==> config.mk <==
export PLATFORM = sky130hd
export DESIGN_NAME = port_sched
export DESIGN_NICKNAME = d
export VERILOG_FILES = /design/src/rtl/port_sched_pkg.sv /design/src/rtl/port_sched_rr_pick.sv /design/src/rtl/port_sched.sv
export SDC_FILE = /design/constraint.sdc
export NUM_CORES = 1
export LEC_CHECK = 0
export ABC_AREA = 0
export CAP_MARGIN = 20
export CORE_UTILIZATION = 30
export CTS_CLUSTER_DIAMETER = 120
export DETAILED_ROUTE_END_ITERATION = 6
export DONT_BUFFER_PORTS = 1
export SLEW_MARGIN = 10
export SYNTH_ARGS = -nofsm -noshare
export SYNTH_HDL_FRONTEND = slang
export SYNTH_HIERARCHICAL = 1
export SYNTH_SLANG_ARGS = --single-unit
==> constraint.sdc <==
create_clock -name CLK -period 6.3 [get_ports CLK]
set_input_delay 1.26 -clock CLK [delete_from_list [all_inputs] [get_ports CLK]]
set_output_delay 1.26 -clock CLK [all_outputs]
set_load 0.005 [all_outputs]
==> src/rtl/port_sched_pkg.sv <==
// Shared types and helpers for the port scheduler and its round-robin picker.
package port_sched_pkg;

    typedef enum logic [1:0] {
        ST_IDLE  = 2'd0,
        ST_GRANT = 2'd1,
        ST_GAP   = 2'd2
    } state_e;

    localparam int WD_W = 16;
    localparam int ID_W = 4;

    function automatic int clog2(input int value);
        int r;
        r = 0;
        for (int v = value - 1; v > 0; v = v >> 1) begin
            r = r + 1;
        end
        return r;
    endfunction

endpackage

==> src/rtl/port_sched_rr_pick.sv <==
// Combinational round-robin picker: first set request at or after ptr, wrapping to 0.
module rr_pick
    import port_sched_pkg::*;
#(
    parameter int NREQ  = 10,
    parameter int IDX_W = clog2(NREQ)
) (
    input  logic [NREQ-1:0]  req,
    input  logic [IDX_W-1:0] ptr,
    output logic [NREQ-1:0]  win_oh,
    output logic [IDX_W-1:0] win_idx,
    output logic             any
);

    int               cand;
    logic [IDX_W-1:0] cand_idx;

    always_comb begin
        win_oh   = '0;
        win_idx  = '0;
        any      = 1'b0;
        cand     = 0;
        cand_idx = '0;
        for (int i = 0; i < NREQ; i++) begin
            cand = int'(ptr) + i;
            if (cand >= NREQ) begin
                cand = cand - NREQ;
            end
            cand_idx = IDX_W'(cand);
            if (!any && req[cand_idx]) begin
                any     = 1'b1;
                win_idx = cand_idx;
            end
        end
        if (any) begin
            win_oh[win_idx] = 1'b1;
        end
    end

endmodule

==> src/rtl/port_sched.sv <==
// Round-robin owner of a shared port: one-hot registered grant held for a burst,
// released on completion, withdrawal or watchdog, followed by a one-cycle drain gap.
module port_sched
    import port_sched_pkg::*;
#(
    parameter int NREQ  = 10,
    parameter int LEN_W = 8,
    parameter int TMO   = 1023
) (
    input  logic                  CLK,
    input  logic                  RST,
    input  logic [NREQ-1:0]       REQ,
    input  logic [NREQ*LEN_W-1:0] LEN,
    input  logic                  BEAT,
    output logic [NREQ-1:0]       GNT,
    output logic [ID_W-1:0]       GNT_ID,
    output logic                  BUSY,
    output logic                  DONE,
    output logic                  TMO_ERR,
    output state_e                DBG_STATE,
    output logic [ID_W-1:0]       DBG_PTR
);

    localparam int IDX_W = clog2(NREQ);

    state_e             state_q, state_d;
    logic [IDX_W-1:0]   ptr_q, ptr_d;
    logic [LEN_W-1:0]   beat_cnt_q, beat_cnt_d;
    logic [WD_W-1:0]    wd_cnt_q, wd_cnt_d;
    logic [NREQ-1:0]    gnt_q, gnt_d;
    logic [IDX_W-1:0]   gnt_id_q, gnt_id_d;
    logic               busy_q, busy_d;
    logic               done_q, done_d;
    logic               tmo_err_q, tmo_err_d;

    logic [NREQ-1:0]    win_oh;
    logic [IDX_W-1:0]   win_idx;
    logic               win_any;
    logic [LEN_W-1:0]   win_len;
    logic               release_now;

    rr_pick #(.NREQ(NREQ), .IDX_W(IDX_W)) u_pick (
        .req     (REQ),
        .ptr     (ptr_q),
        .win_oh  (win_oh),
        .win_idx (win_idx),
        .any     (win_any)
    );

    always_comb begin
        win_len = '0;
        for (int i = 0; i < NREQ; i++) begin
            if (win_idx == IDX_W'(i)) begin
                win_len = LEN[i*LEN_W +: LEN_W];
            end
        end
    end

    always_comb begin
        state_d     = state_q;
        ptr_d       = ptr_q;
        beat_cnt_d  = beat_cnt_q;
        wd_cnt_d    = wd_cnt_q;
        gnt_d       = gnt_q;
        gnt_id_d    = gnt_id_q;
        busy_d      = busy_q;
        done_d      = 1'b0;
        tmo_err_d   = 1'b0;
        release_now = 1'b0;
        case (state_q)
            ST_IDLE: begin
                if (win_any) begin
                    state_d    = ST_GRANT;
                    gnt_d      = win_oh;
                    gnt_id_d   = win_idx;
                    busy_d     = 1'b1;
                    beat_cnt_d = (win_len == '0) ? LEN_W'(1) : win_len;
                    wd_cnt_d   = '0;
                    ptr_d      = (win_idx == IDX_W'(NREQ - 1)) ? '0 : win_idx + IDX_W'(1);
                end
            end
            ST_GRANT: begin
                if (BEAT) begin
                    wd_cnt_d = '0;
                    if (beat_cnt_q != '0) begin
                        beat_cnt_d = beat_cnt_q - LEN_W'(1);
                    end
                end else if (wd_cnt_q != '1) begin
                    wd_cnt_d = wd_cnt_q + WD_W'(1);
                end
                // Completion outranks withdrawal, which outranks the watchdog.
                if (BEAT && beat_cnt_q == LEN_W'(1)) begin
                    done_d      = 1'b1;
                    release_now = 1'b1;
                end else if (!REQ[gnt_id_q]) begin
                    release_now = 1'b1;
                end else if (wd_cnt_q == WD_W'(TMO)) begin
                    tmo_err_d   = 1'b1;
                    release_now = 1'b1;
                end
                if (release_now) begin
                    state_d = ST_GAP;
                    gnt_d   = '0;
                    busy_d  = 1'b0;
                end
            end
            ST_GAP: begin
                state_d = ST_IDLE;
            end
            default: begin
                state_d = ST_IDLE;
                gnt_d   = '0;
                busy_d  = 1'b0;
            end
        endcase
    end

    always_ff @(posedge CLK or posedge RST) begin
        if (RST) begin
            state_q    <= ST_IDLE;
            ptr_q      <= '0;
            beat_cnt_q <= '0;
            wd_cnt_q   <= '0;
            gnt_q      <= '0;
            gnt_id_q   <= '0;
            busy_q     <= 1'b0;
            done_q     <= 1'b0;
            tmo_err_q  <= 1'b0;
        end else begin
            state_q    <= state_d;
            ptr_q      <= ptr_d;
            beat_cnt_q <= beat_cnt_d;
            wd_cnt_q   <= wd_cnt_d;
            gnt_q      <= gnt_d;
            gnt_id_q   <= gnt_id_d;
            busy_q     <= busy_d;
            done_q     <= done_d;
            tmo_err_q  <= tmo_err_d;
        end
    end

    assign GNT       = gnt_q;
    assign GNT_ID    = ID_W'(gnt_id_q);
    assign BUSY      = busy_q;
    assign DONE      = done_q;
    assign TMO_ERR   = tmo_err_q;
    assign DBG_STATE = state_q;
    assign DBG_PTR   = ID_W'(ptr_q);

endmodule

=== Word-level counts from Yosys, hierarchy flattened ===
Index checks and enable logic that the tools add are counted.

* Word-level logic and storage cells: 196
* Flip-flop bits (word level): 47

* Eq/ne operators: 19
* Reductions and logical operators: 30
* $add $sub $neg: 22
* Bitwise logic cells: 1
* Magnitude comparators: 23
* Mux-type cells: 92

{| class="wikitable"
|+ Operators with widths
! operator !! count
|-
| 8-bit two-way mux || 14
|-
| 4-bit two-way mux || 21
|-
| 4-bit by 5-bit < comparator with 1-bit output, second input constant || 12
|-
| 16-bit two-way mux || 3
|-
| 5-bit by 4-bit >= comparator with 1-bit output, second input constant || 9
|-
| 1-bit binary-select mux with 4-bit select || 11
|-
| 4-bit subtractor, second input constant || 10
|-
| 1-bit two-way mux || 33
|-
| 16-bit case mux with 2 select lines || 1
|-
| 10-bit case mux with 3 select lines || 1
|-
| 4-bit by 3-bit adder with 5-bit output, second input constant || 4
|-
| 10-bit two-way mux || 2
|-
| 16-bit by 1-bit adder with 16-bit output, second input constant || 1
|-
| 16-bit by 10-bit == test with 1-bit output, second input constant || 1
|-
| 4-bit by 3-bit == test with 1-bit output, second input constant || 4
|-
| 16-bit != test, second input constant || 1
|-
| 8-bit case mux with 2 select lines || 1
|-
| 1-bit logical AND || 11
|-
| 4-bit by 2-bit adder with 5-bit output, second input constant || 2
|-
| 4-bit by 4-bit adder with 5-bit output, second input constant || 2
|-
| 1-bit zero test || 9
|-
| 4-bit by 2-bit == test with 1-bit output, second input constant || 2
|-
| 4-bit == test, second input constant || 2
|-
| 8-bit by 1-bit == test with 1-bit output, second input constant || 1
|-
| other kinds (24) || 29
|}

=== Longest topological paths before layout ===
Gate-level depths: netlist of the first run.

* Depth after elaboration: 47
* Depth in mapped cells: 28
* Depth with buffers taken out: 22

=== Cells and area by module ===
Netlist of the first run, hierarchy kept.

{| class="wikitable"
|+ Modules (own cells, without submodules)
! module !! seq. area each (um^2) !! times used !! cells each !! area an instance (um^2)
|-
| port_sched || 1176.1 || 1 || 377 || 3435.8
|-
| rr_pick || 0.0 || 1 || 435 || 3289.4
|}

=== Least setup slack after synthesis of the first run ===
Ideal clock, no wire load.

* Path type: register -> register
* From: register ptr_q[1], in the netlist DBG_PTR[1]
* To: register beat_cnt_q[1]
* Clock period less this slack: 5748 ps
* Data required time: 6173 ps
* Stages on the path, launching flop included: 24
* Setup time: 127 ps
* Data arrival time: 5621 ps
* Path buffers: 4
* Setup slack: 552 ps
* Cell sequence: dfrtp_1 -> buf_2 -> clkinv_1 -> ha_1 -> clkinv_1 -> ha_1 -> clkbuf_1 -> or4_4 -> o2111ai_2 -> nor2_1 -> o32ai_2 -> nand4_2 -> nand2b_4 -> or2_1 -> o22a_2 -> inv_1 -> buf_4 -> and3b_1 -> clkbuf_1 -> a21o_1 -> a221o_1 -> o32a_1 -> a211oi_1 -> a21oi_1

* Longest elaborated chain between the ends: 47

{| class="wikitable"
|+ RTL lines
! element !! RTL line !! text
|-
| start: declaration || port_sched.sv:27 || <nowiki>logic [IDX_W-1:0] ptr_q, ptr_d;</nowiki>
|-
| start signal: assignment || port_sched.sv:131 || <nowiki>ptr_q <= ptr_d;</nowiki>
|-
| parallel branches: the longest is 31 deep, another holds 4-bit by 1-bit adder with 5-bit output || - ||
|-
| 4-bit two-way mux * || port_sched_rr_pick.sv:30 || <nowiki>if (!any && req[cand_idx]) begin</nowiki>
|-
| net win_idx[3] || port_sched.sv:37 || <nowiki>logic [IDX_W-1:0] win_idx;</nowiki>
|-
| 4-bit zero test || port_sched.sv:53 || <nowiki>if (win_idx == IDX_W'(i)) begin</nowiki>
|-
| 8-bit two-way mux (9 in a row) || port_sched.sv:53 ||
|-
| 8-bit two-way mux * || port_sched.sv:53 ||
|-
| 8-bit zero test || port_sched.sv:77 || <nowiki>beat_cnt_d = (win_len == '0) ? LEN_W'(1) : win_len;</nowiki>
|-
| 8-bit two-way mux * || port_sched.sv:77 ||
|-
| 8-bit two-way mux * || port_sched.sv:72 || <nowiki>if (win_any) begin</nowiki>
|-
| 8-bit case mux with 2 select lines * || port_sched.sv:70 || <nowiki>case (state_q)</nowiki>
|-
| end signal: assignment || port_sched.sv:132 || <nowiki>beat_cnt_q <= beat_cnt_d;</nowiki>
|-
| end: declaration || port_sched.sv:28 || <nowiki>logic [LEN_W-1:0] beat_cnt_q, beat_cnt_d;</nowiki>
|}

Mark *: on every way through the listed nets, which the timed path passes. The select of a mux whose other input is x is not followed.
A chain may end at the register's enable or synchronous reset.

=== Worst setup path in the final report of the first run ===
* From: register ptr_q[1], in the netlist DBG_PTR[1]
* To: register beat_cnt_q[0]

Same word-level chain as after synthesis.

==> key figures, run 1 <==
Die
  • Starting Density: 30.7%
  • Die X: 152 um
  • Die Ht: 152 um
  • # IOs: 116
  • Num rows: 54
  • Floorplan Core Area: 0.0219 mm2
  • Die area: 0.0230 mm2

Setup path
  • CP endpoint kind: flop
  • WP data arrival: 6.16 ns
  • Crit path max fanout: 21
  • R2R depth: 19
  • Reg2reg start: DBG_PTR[1]
  • CP Launch Type: flop
  • Kind of critical path: reg -> reg
  • Reg-to-reg endpoint: beat_cnt_q[0]
  • Worst EP required: 6.52 ns
  • Worst reg2reg setup slack: 0.36 ns

Clock tree
  • CTS Sinks: 47
  • CTS tree: built
  • CTS H-Tree Depth: 2
  • Setup bufs post-CTS: 0
  • Worst skew pair latency: 0.29 ns
  • CTS Buffer Depth: 2
  • Clock-pin transition on the worst setup and hold timing paths: 0.08 ns
  • Clk root buf: clkbuf_16
  • Cts hold-fix bufs: 0
  • CTS buffer count: 5

Min path
  • Worst Hold End: wd_cnt_q[6]
  • Cells on Worst Hold Path: 2
  • Worst hold path startpoint: wd_cnt_q[6]
  • HP Class: reg -> reg

Job
  • Max Cap Violations: 0

GRT
  • Vias in the first global route: 6,285
  • Total track usage: 18.0%
  • First-pass GRT wire length: 33,000 um
  • Initial antenna violation count: 0
  • Largest net degree at the start of global routing: 48
  • GRT Residual Overflow: 0

Placed design
  • Port bufs: 0
  • GPL Wtd Cong: 0.910
  • DPL Wire Length: 16,000 um

Timing
  • Hold violation total from the final report: 0
  • Setup Skew: 0.0121 ns
  • Count of final max-slew check failures: 0
  • Fin crit period: 5.94 ns
  • Worst hold slack: 0.553 ns
  • Tcrit/Tclk final: 94.3%
  • Worst slew pin tran: 1.04 ns
  • Worst slew margin: 30.6%
  • Final setup vio count: 0
  • Fmax: 168 MHz

Synthesis
  • Syn Area/Cell: 8.28 um2
  • Cells after Synth: 812
  • Post-synthesis sequential area ratio: 17.5%
  • Netlist cell types: 115
  • Post-synth ARST share: 100%
  • Register bit total from synthesis: 47
  • Synth warnings: 6
  • Top_reg_cell synth: dfrtp_1
  • Post-synthesis cell area: 0.00673 mm2
  • Number of enable flip-flop cells after synthesis: 0
  • Net Count, Synth: 930

Detailed routing
  • Initial DRT Pass Iterations: 5
  • Avg Vias per Cell: 6.09
  • Post-route antenna net violation count: 0
  • Number of DRC markers in iteration 0: 566
  • WL/cell: 19.1 um
  • DR DRC count: 0
  • Final wirelength: 20,600 um
  • Vias: 6,567

Layout
  • Area grow syn2layout: 6.79%
  • Antenna Cells: 0
  • Nets: 916
  • Layout cells sized above 1: 15.5%

Run status
  • Status: complete, no violations
cell usage in the layout (no fill, tap or decap), types with 9 or more instances in the layout:
cell type  instances
nor2_1            66
nand2_1           61
a21oi_1           56
dfrtp_1           45
mux2i_1           45
o21ai_0           39
inv_1             26
nand3_1           25
ha_1              23
buf_4             23
nor2b_1           21
nor3_1            14
o2bb2ai_1         13
xnor2_1           13
or3_1             11
nor4_1            11
mux4_2            10
mux2_2            10
o31ai_1           10
nor3b_1            9
nand2b_1           9
a31oi_1            9
xor2_1             9
area by class of cell:
class / instances / area, um2
fillers: 2348 / 14700
multi-input cells: 685 / 5150
flip-flops and latches: 47 / 1180
well taps: 280 / 350
repair buffers: 24 / 193
inverters: 35 / 136
clock buffers: 5 / 125
clock inverters: 3 / 47.5
worst max-delay path, stage by stage, from the launching register on:
cell and delay, ns:
dfrtp_1 0.48, clkinv_1 0.20, ha_1 0.44, clkinv_1 0.30, ha_1 0.39, or4_4 0.60, o2111ai_2 0.11, nor2_1 0.09
o32ai_2 0.45, nand4_2 0.23, nand2b_4 0.23, nor3_2 0.28, o32ai_4 0.17, inv_2 0.34, mux4_2 0.58, a211oi_2 0.26
o41ai_2 0.12, a311oi_1 0.31, a41oi_1 0.16, nor2_1 0.13
how the worst max path moves through the flow:
stage               startpoint            end  depth (start not counted)
global route        DBG_PTR[1]  beat_cnt_q[0]                         20
global placement    DBG_PTR[2]  beat_cnt_q[0]                         19
floorplan           DBG_PTR[1]  beat_cnt_q[1]                         23
CTS                 DBG_PTR[1]  beat_cnt_q[0]                         20
finish              DBG_PTR[1]  beat_cnt_q[0]                         19
detailed placement  DBG_PTR[2]  beat_cnt_q[0]                         18
registers in the layout, indices dropped and copies added (netlist names):
name / cells
BUSY: 1
DBG_PTR: 4
DBG_STATE: 2
DONE: 1
GNT: 10
GNT_ID: 4
TMO_ERR: 1
beat_cnt_q: 8
wd_cnt_q: 16
repair_timing:
item                       4_1_cts  5_1_grt
hold endpoints to repair         0        0
setup endpoints to repair        0        7
resized for setup                0        6
synth_stat cells (7+ instances only):
cell type / instances / area (um2)
nor2_1: 66 / 248
a22oi_1: 7 / 52.6
o21a_1: 7 / 52.6
a31oi_1: 9 / 56.3
xor2_1: 9 / 78.8
o22ai_1: 8 / 50.1
nor4_1: 11 / 68.8
nor2b_1: 21 / 131
o21ai_1: 8 / 40.0
mux2_2: 10 / 113
and2_1: 8 / 50.1
nand2b_1: 9 / 56.3
nand2_1: 61 / 229
nand3_1: 25 / 125
nor3_1: 14 / 70.1
ha_1: 24 / 300
dfrtp_1: 47 / 1180
nor3b_1: 9 / 67.6
mux4_2: 10 / 225
clkbuf_1: 16 / 60.1
a21oi_1: 56 / 280
inv_1: 27 / 101
buf_2: 15 / 75.1
o2bb2ai_1: 13 / 114
o31ai_1: 10 / 75.1
o21ai_0: 39 / 195
mux2i_1: 45 / 450
or3_1: 11 / 68.8
a211oi_1: 7 / 52.6
xnor2_1: 13 / 114
cell families after synthesis:
family	after synthesis	share of synthesized area [%]
muxes	69	12.5
xor gates and xnor gates	26	3.83
AOI/OAI and AO/OA	263	29.6
DFF	47	17.5
buffers and inverters	80	6.23
adders and majority gates	25	4.76
and+or+nand+nor	302	25.6
layer usage:
layer / GRT usage [%] / up-vias / share of wire (%) / routed length [um]
met5: 0 / - / 0 / 0
met4: 7.92 / 0 / 3.7 / 755
met3: 2.10 / 50 / 6.0 / 1250
met2: 31.5 / 283 / 49 / 10000
met1: 22.0 / 3147 / 42 / 8590
li1: - / 3087 / - / -
metrics by stage:
step / cells / util (%) / TNS, ns / cell area (um2) / setup WS [ns]
floorplan: 812 / - / 0 / 6730 / 0.552
finish: 1079 / 32.8 / 0 / 7180 / 0.359
CTS: 1078 / 32.6 / 0 / 7140 / 0.309
global route: 1079 / 32.8 / -0.0117 / 7180 / -0.0117
detailed placement: 1070 / 31.8 / 0 / 6960 / 0.348
global placement: 1070 / 31.8 / 0 / 6960 / 0.332
Power of run 1 is not shown: default switching activity piles up to over one toggle a cycle in this logic, so the estimate is an artifact.
==> inputs of run 2 (changes only) <==
CORE_ASPECT_RATIO = 0.6   (was default)
clock period = 6.5 ns   (was 6.3 ns; I/O delays follow)
==> key figures, run 2 (synthesis results as in run 1) <==
Run status
  • Status: complete, no violations

Setup path
  • WP data arrival: 6.28 ns (+0.12 ns)
  • Crit path max-delay family: compound AO/OA/AOI/OAI gates
  • Cells along the critical path: buf_4, ha_1, xnor2_4, ha_1, inv_1, a221oi_2, o21ai_0, o2bb2ai_1, o32ai_2, nand4_2, nand2b_4, nor2_1, nand2_1, and3_4, inv_2, buf_4, mux2i_1, o221ai_1, a31oi_1, o21ai_1, a22o_1
  • Crit path max fanout: 24 (+14%)
  • Max stage delay on crit path: 0.48 ns (-0.12 ns)
  • CP endpoint kind: flop
  • Kind of critical path: reg -> reg
  • CP Launch Type: flop
  • Worst EP required: 6.69 ns (+0.17 ns)
  • CP Buf/Inv Count: 4 (+1)
  • Critical Path Slowest Stage Cell: o32ai_2

Timing
  • Hold violation total from the final report: 0 (unchanged)
  • Final WS setup: 0.404 ns (+0.0456 ns)
  • Tcrit/Tclk final: 93.8% (-0.53 points)
  • Count of final max-slew check failures: 0 (unchanged)
  • Worst slew margin: 28.4% (-2.1 points)
  • Final setup vio count: 0 (unchanged)
  • Worst slew pin tran: 1.07 ns (+0.0317 ns)
  • Setup Skew: 0.00831 ns (-0.00382 ns)
  • Fmax: 164 MHz (-2.5%)
  • Fin crit period: 6.10 ns (+0.154 ns)
  • Unrepaired setup endpoints after global routing: no
  • Setup TNS: 0 ns (unchanged)

GRT
  • Total track usage: 19.3% (+1.3 points)
  • Vias in the first global route: 5,921 (-5.8%)
  • Initial antenna violation count: 1 (+1)
  • Largest net degree at the start of global routing: 48 (unchanged)
  • First-pass GRT wire length: 34,900 um (+5.9%)
  • GRT Residual Overflow: 0 (unchanged)

Layout
  • Finished Layout Cells: 1,080 (+0.093%)
  • Most frequent cells in the layout: nor2_1, nand2_1, a21oi_1
  • Nets: 911 (-0.55%)
  • Antenna Cells: 0 (unchanged)
  • Layout cells sized above 1: 14.7% (-0.78 points)
  • Most common cell after layout, fill and taps aside: nor2_1
  • Max reg flops: 16 (unchanged)
  • Biggest register: wd_cnt_q
  • Fill count: 2,303 (-1.9%)
  • Area grow syn2layout: 5.86%
  • Final Instance Area: 0.00712 mm2 (-0.87%)

Detailed routing
  • Avg Vias per Cell: 6.09 (+0.14%)
  • Post-route antenna net violation count: 0 (unchanged)
  • Number of DRC markers in iteration 0: 808 (+43%)
  • WL/cell: 20.9 um (+9.4%)
  • Final wirelength: 22,600 um (+9.5%)
  • Initial DRT Pass Iterations: 5 (unchanged)
  • Vias: 6,582 (+0.23%)
  • DR DRC count: 0 (unchanged)

Placed design
  • Placed cell count: 1,071 (+0.093%)
  • Worst slack, placed: 0.385 ns (+0.0364 ns)
  • Port bufs: 0 (unchanged)
  • Area post-placement: 0.00693 mm2 (-0.43%)
  • GPL Wtd Cong: 0.953 (+4.7%)
  • DPL Wire Length: 17,800 um (+11%)

Min path
  • HP Class: reg -> reg

Clock tree
  • CTS buffer count: 5 (unchanged)
  • Cts hold-fix bufs: 0 (unchanged)
  • CTS tree: built
  • Worst skew pair latency: 0.30 ns (about the same)
  • CTS H-Tree Depth: 2 (unchanged)
  • Clk root buf: clkbuf_16
  • CTS Sinks: 47 (unchanged)
  • CTS Buffer Depth: 2 (unchanged)
  • Clock-pin transition on the worst setup and hold timing paths: 0.06 ns (-0.02 ns)

Die
  • Starting Density: 30.5% (-0.18 points)
  • Floorplan Core Area: 0.0220 mm2 (+0.58%)
  • Die area: 0.0230 mm2 (about the same)
  • Num rows: 42 (-22%)
  • Die Ht: 118 um (-22%)
  • Die X: 195 um (+29%)
  • # IOs: 116 (unchanged)

Job
  • Max Cap Violations: 0 (unchanged)
## run 2: cell count changes in the layout (fill, tap and decap cells not counted), sizes merged
cell    change
buf         -5
bufinv      -1
inv         +1
## run 2: final timing paths
| kind | start | endpoint | slack (ns) | cells past startpoint |
|---|---|---|---|---|
| max in group asynchronous | RST | DBG_PTR[0] | 5.05 | 2 |
| worst min register to register | beat_cnt_q[7] | beat_cnt_q[7] | 0.54 | 1 |
| min in group asynchronous | RST | wd_cnt_q[11] | 0.91 | 1 |
| worst min-delay path | beat_cnt_q[7] | beat_cnt_q[7] | 0.54 | 1 |
| worst max register to register | DBG_PTR[0] | beat_cnt_q[7] | 0.40 | 21 |
| worst max-delay path | DBG_PTR[0] | beat_cnt_q[7] | 0.40 | 21 |
## run 2: metal layers
metal	track usage, %	share of wire (%)	up-vias
met1	30.1	49	3117
li1	-	-	3075
met2	24.7	38	354
met4	3.59	1.3	2
met3	6.48	12	34
met5	0	0.040	-
## run 2: final cells by class
class	count	area [um2]	area share [%]
Multi-Input combinational cell	685	5150	72.3
Timing Repair Buffer	19	155	2.18
Tap cell	286	358	5.03
Clock inverter	3	22.5	0.316
Inverter	35	134	1.88
Clock buffer	5	125	1.76
Sequential cell	47	1180	16.5
## run 2: stage by stage
| step | utilization [%] | hold WS [ns] |
|---|---|---|
| after detailed placement | 31.5 | 0.522 |
| after global placement | 31.5 | 0.518 |
| after floorplan | - | 0.495 |
| after CTS | 32.2 | 0.540 |
| final | 32.3 | 0.541 |
| after global routing | 32.3 | 0.548 |
## run 2: what timing repair did
action	4_1_cts	5_1_grt
setup buffers	0	0
setup endpoints to repair	0	7
gates resized for setup	0	2
Power of run 2 is left out for the same reason.
==> inputs of run 3 (changes only) <==
CORE_UTILIZATION = 45   (was 30)
==> key figures, run 3 (synthesis results as in run 1) <==
Clock tree
  • CTS H-Tree Depth: 2 (unchanged)
  • Cts hold-fix bufs: 0 (unchanged)
  • Clk root buf: clkbuf_16
  • CTS buffer count: 5 (unchanged)
  • CTS Sinks: 47 (unchanged)
  • CTS tree: built
  • Clock-pin transition on the worst setup and hold timing paths: 0.06 ns (about the same)
  • CTS Buffer Depth: 2 (unchanged)
  • Worst skew pair latency: 0.29 ns (about the same)

Layout
  • Most common cell after layout, fill and taps aside: nor2_1
  • Max reg flops: 16 (unchanged)
  • Area grow syn2layout: 4.37%
  • Most frequent cells in the layout: nor2_1, nand2_1, a21oi_1
  • Reg area: 0.00118 mm2 (unchanged)
  • Multi-input gate area: 0.00513 mm2 (-0.34%)
  • Layout cells sized above 1: 14.6% (-0.13 points)
  • Biggest register: wd_cnt_q
  • Fill count: 1,416 (-39%)
  • Nets: 912 (+0.11%)

GRT
  • Total track usage: 28.6% (+9.3 points)
  • First-pass GRT wire length: 34,900 um (about the same)
  • GRT Residual Overflow: 0 (unchanged)
  • Initial antenna violation count: 1 (unchanged)
  • Largest net degree at the start of global routing: 48 (unchanged)
  • Vias in the first global route: 6,071 (+2.5%)

Die
  • # IOs: 116 (unchanged)
  • Die Ht: 96.7 um (-18%)
  • Floorplan Core Area: 0.0145 mm2 (-34%)
  • Die area: 0.0155 mm2 (-33%)
  • Starting Density: 46.2% (+16 points)
  • Die X: 160 um (-18%)
  • Num rows: 34 (-19%)

Detailed routing
  • Initial DRT Pass Iterations: 5 (unchanged)
  • Vias: 6,677 (+1.4%)
  • DR DRC count: 0 (unchanged)
  • WL/cell: 22.4 um (+7.2%)
  • Number of DRC markers in iteration 0: 742 (-8.2%)
  • Final wirelength: 22,300 um (-1.5%)
  • Avg Vias per Cell: 6.72 (+10%)
  • Post-route antenna net violation count: 0 (unchanged)

Placed design
  • Port bufs: 0 (unchanged)
  • DPL Wire Length: 17,900 um (+0.51%)
  • GPL Wtd Cong: 0.969 (+1.6%)

Setup path
  • Crit path max fanout: 24 (unchanged)
  • Worst EP required: 6.67 ns (-0.02 ns)
  • Kind of critical path: reg -> reg
  • CP endpoint kind: flop
  • WP data arrival: 6.27 ns (about the same)
  • CP Launch Type: flop

Timing
  • Worst slew margin: 27.2% (-1.3 points)
  • Fmax: 164 MHz (about the same)
  • Hold violation total from the final report: 0 (unchanged)
  • Final setup vio count: 0 (unchanged)
  • Unrepaired setup endpoints after global routing: no
  • Fin crit period: 6.09 ns (-0.00113 ns)
  • Setup TNS: 0 ns (unchanged)
  • Setup Skew: 0.00573 ns (-0.00257 ns)
  • Count of final max-slew check failures: 0 (unchanged)
  • Worst slew pin tran: 1.09 ns (+0.0189 ns)
  • Tcrit/Tclk final: 93.8% (about the same)

Min path
  • HP Class: reg -> reg

Run status
  • Status: complete, no violations

Job
  • Max Cap Violations: 0 (unchanged)
[run 3: cell type report]
cell class | count | area share (%)
diodes | 1 | 0.0357
clock buffers | 5 | 1.78
clock inverters | 2 | 0.535
inverters | 35 | 1.94
multi-input cells | 685 | 73.1
flip-flops and latches | 47 | 16.8
well taps | 198 | 3.53
repair buffers | 20 | 2.32
[run 3: routing by layer]
layer,global-route usage [%],vias to the layer above,share of wire (%)
met5,0,-,0
li1,-,3070,-
met3,10.2,27,11
met1,43.9,3240,48
met2,38.1,340,39
met4,4.25,0,1.3
[run 3: worst max-delay path, cell delays in order (launching register included)]
cell and delay [ns]:
dfrtp_1 0.40, clkinv_1 0.07, buf_4 0.21, ha_1 0.46
xor2_1 0.25, ha_1 0.31, mux2_2 0.27, o21ai_0 0.40
o32ai_1 0.15, a211o_1 0.29, a31oi_2 0.33, nand4_2 0.23
nand2b_4 0.24, nor3_2 0.28, nand2_1 0.10, and3_4 0.22
inv_2 0.33, mux4_2 0.31, a211oi_2 0.05, o41ai_1 0.61
a311oi_1 0.12, a41oi_1 0.26, nor2_1 0.08
[run 3: stage by stage]
stage               setup slack (ns)  hold WS [ns]  instance area, um2  util (%)  instances
CTS                            0.509         0.537                6990      48.1        991
finish                         0.405         0.546                7020      48.2        993
floorplan                      0.752         0.495                6730         -        812
global route                  0.0150         0.549                7020      48.2        993
global placement               0.739         0.524                6830      47.0        984
detailed placement             0.525         0.519                6830      47.0        984
[run 3: worst paths after layout]
check                            start             to  slack, ns  depth (start not counted)
min                        wd_cnt_q[6]    wd_cnt_q[6]       0.55                          2
min in group asynchronous          RST   wd_cnt_q[13]       0.84                          1
max in group asynchronous          RST     DBG_PTR[0]       5.15                          2
max reg2reg                 DBG_PTR[1]  beat_cnt_q[0]       0.41                         22
min reg2reg                wd_cnt_q[6]    wd_cnt_q[6]       0.55                          2
max                         DBG_PTR[1]  beat_cnt_q[0]       0.41                         22
[run 3: what timing repair did]
action                     CTS  global route
setup endpoints to repair    0             1
gates resized for setup      0             2
buffers inserted             0             0
Power of run 3 is left out for the same reason.
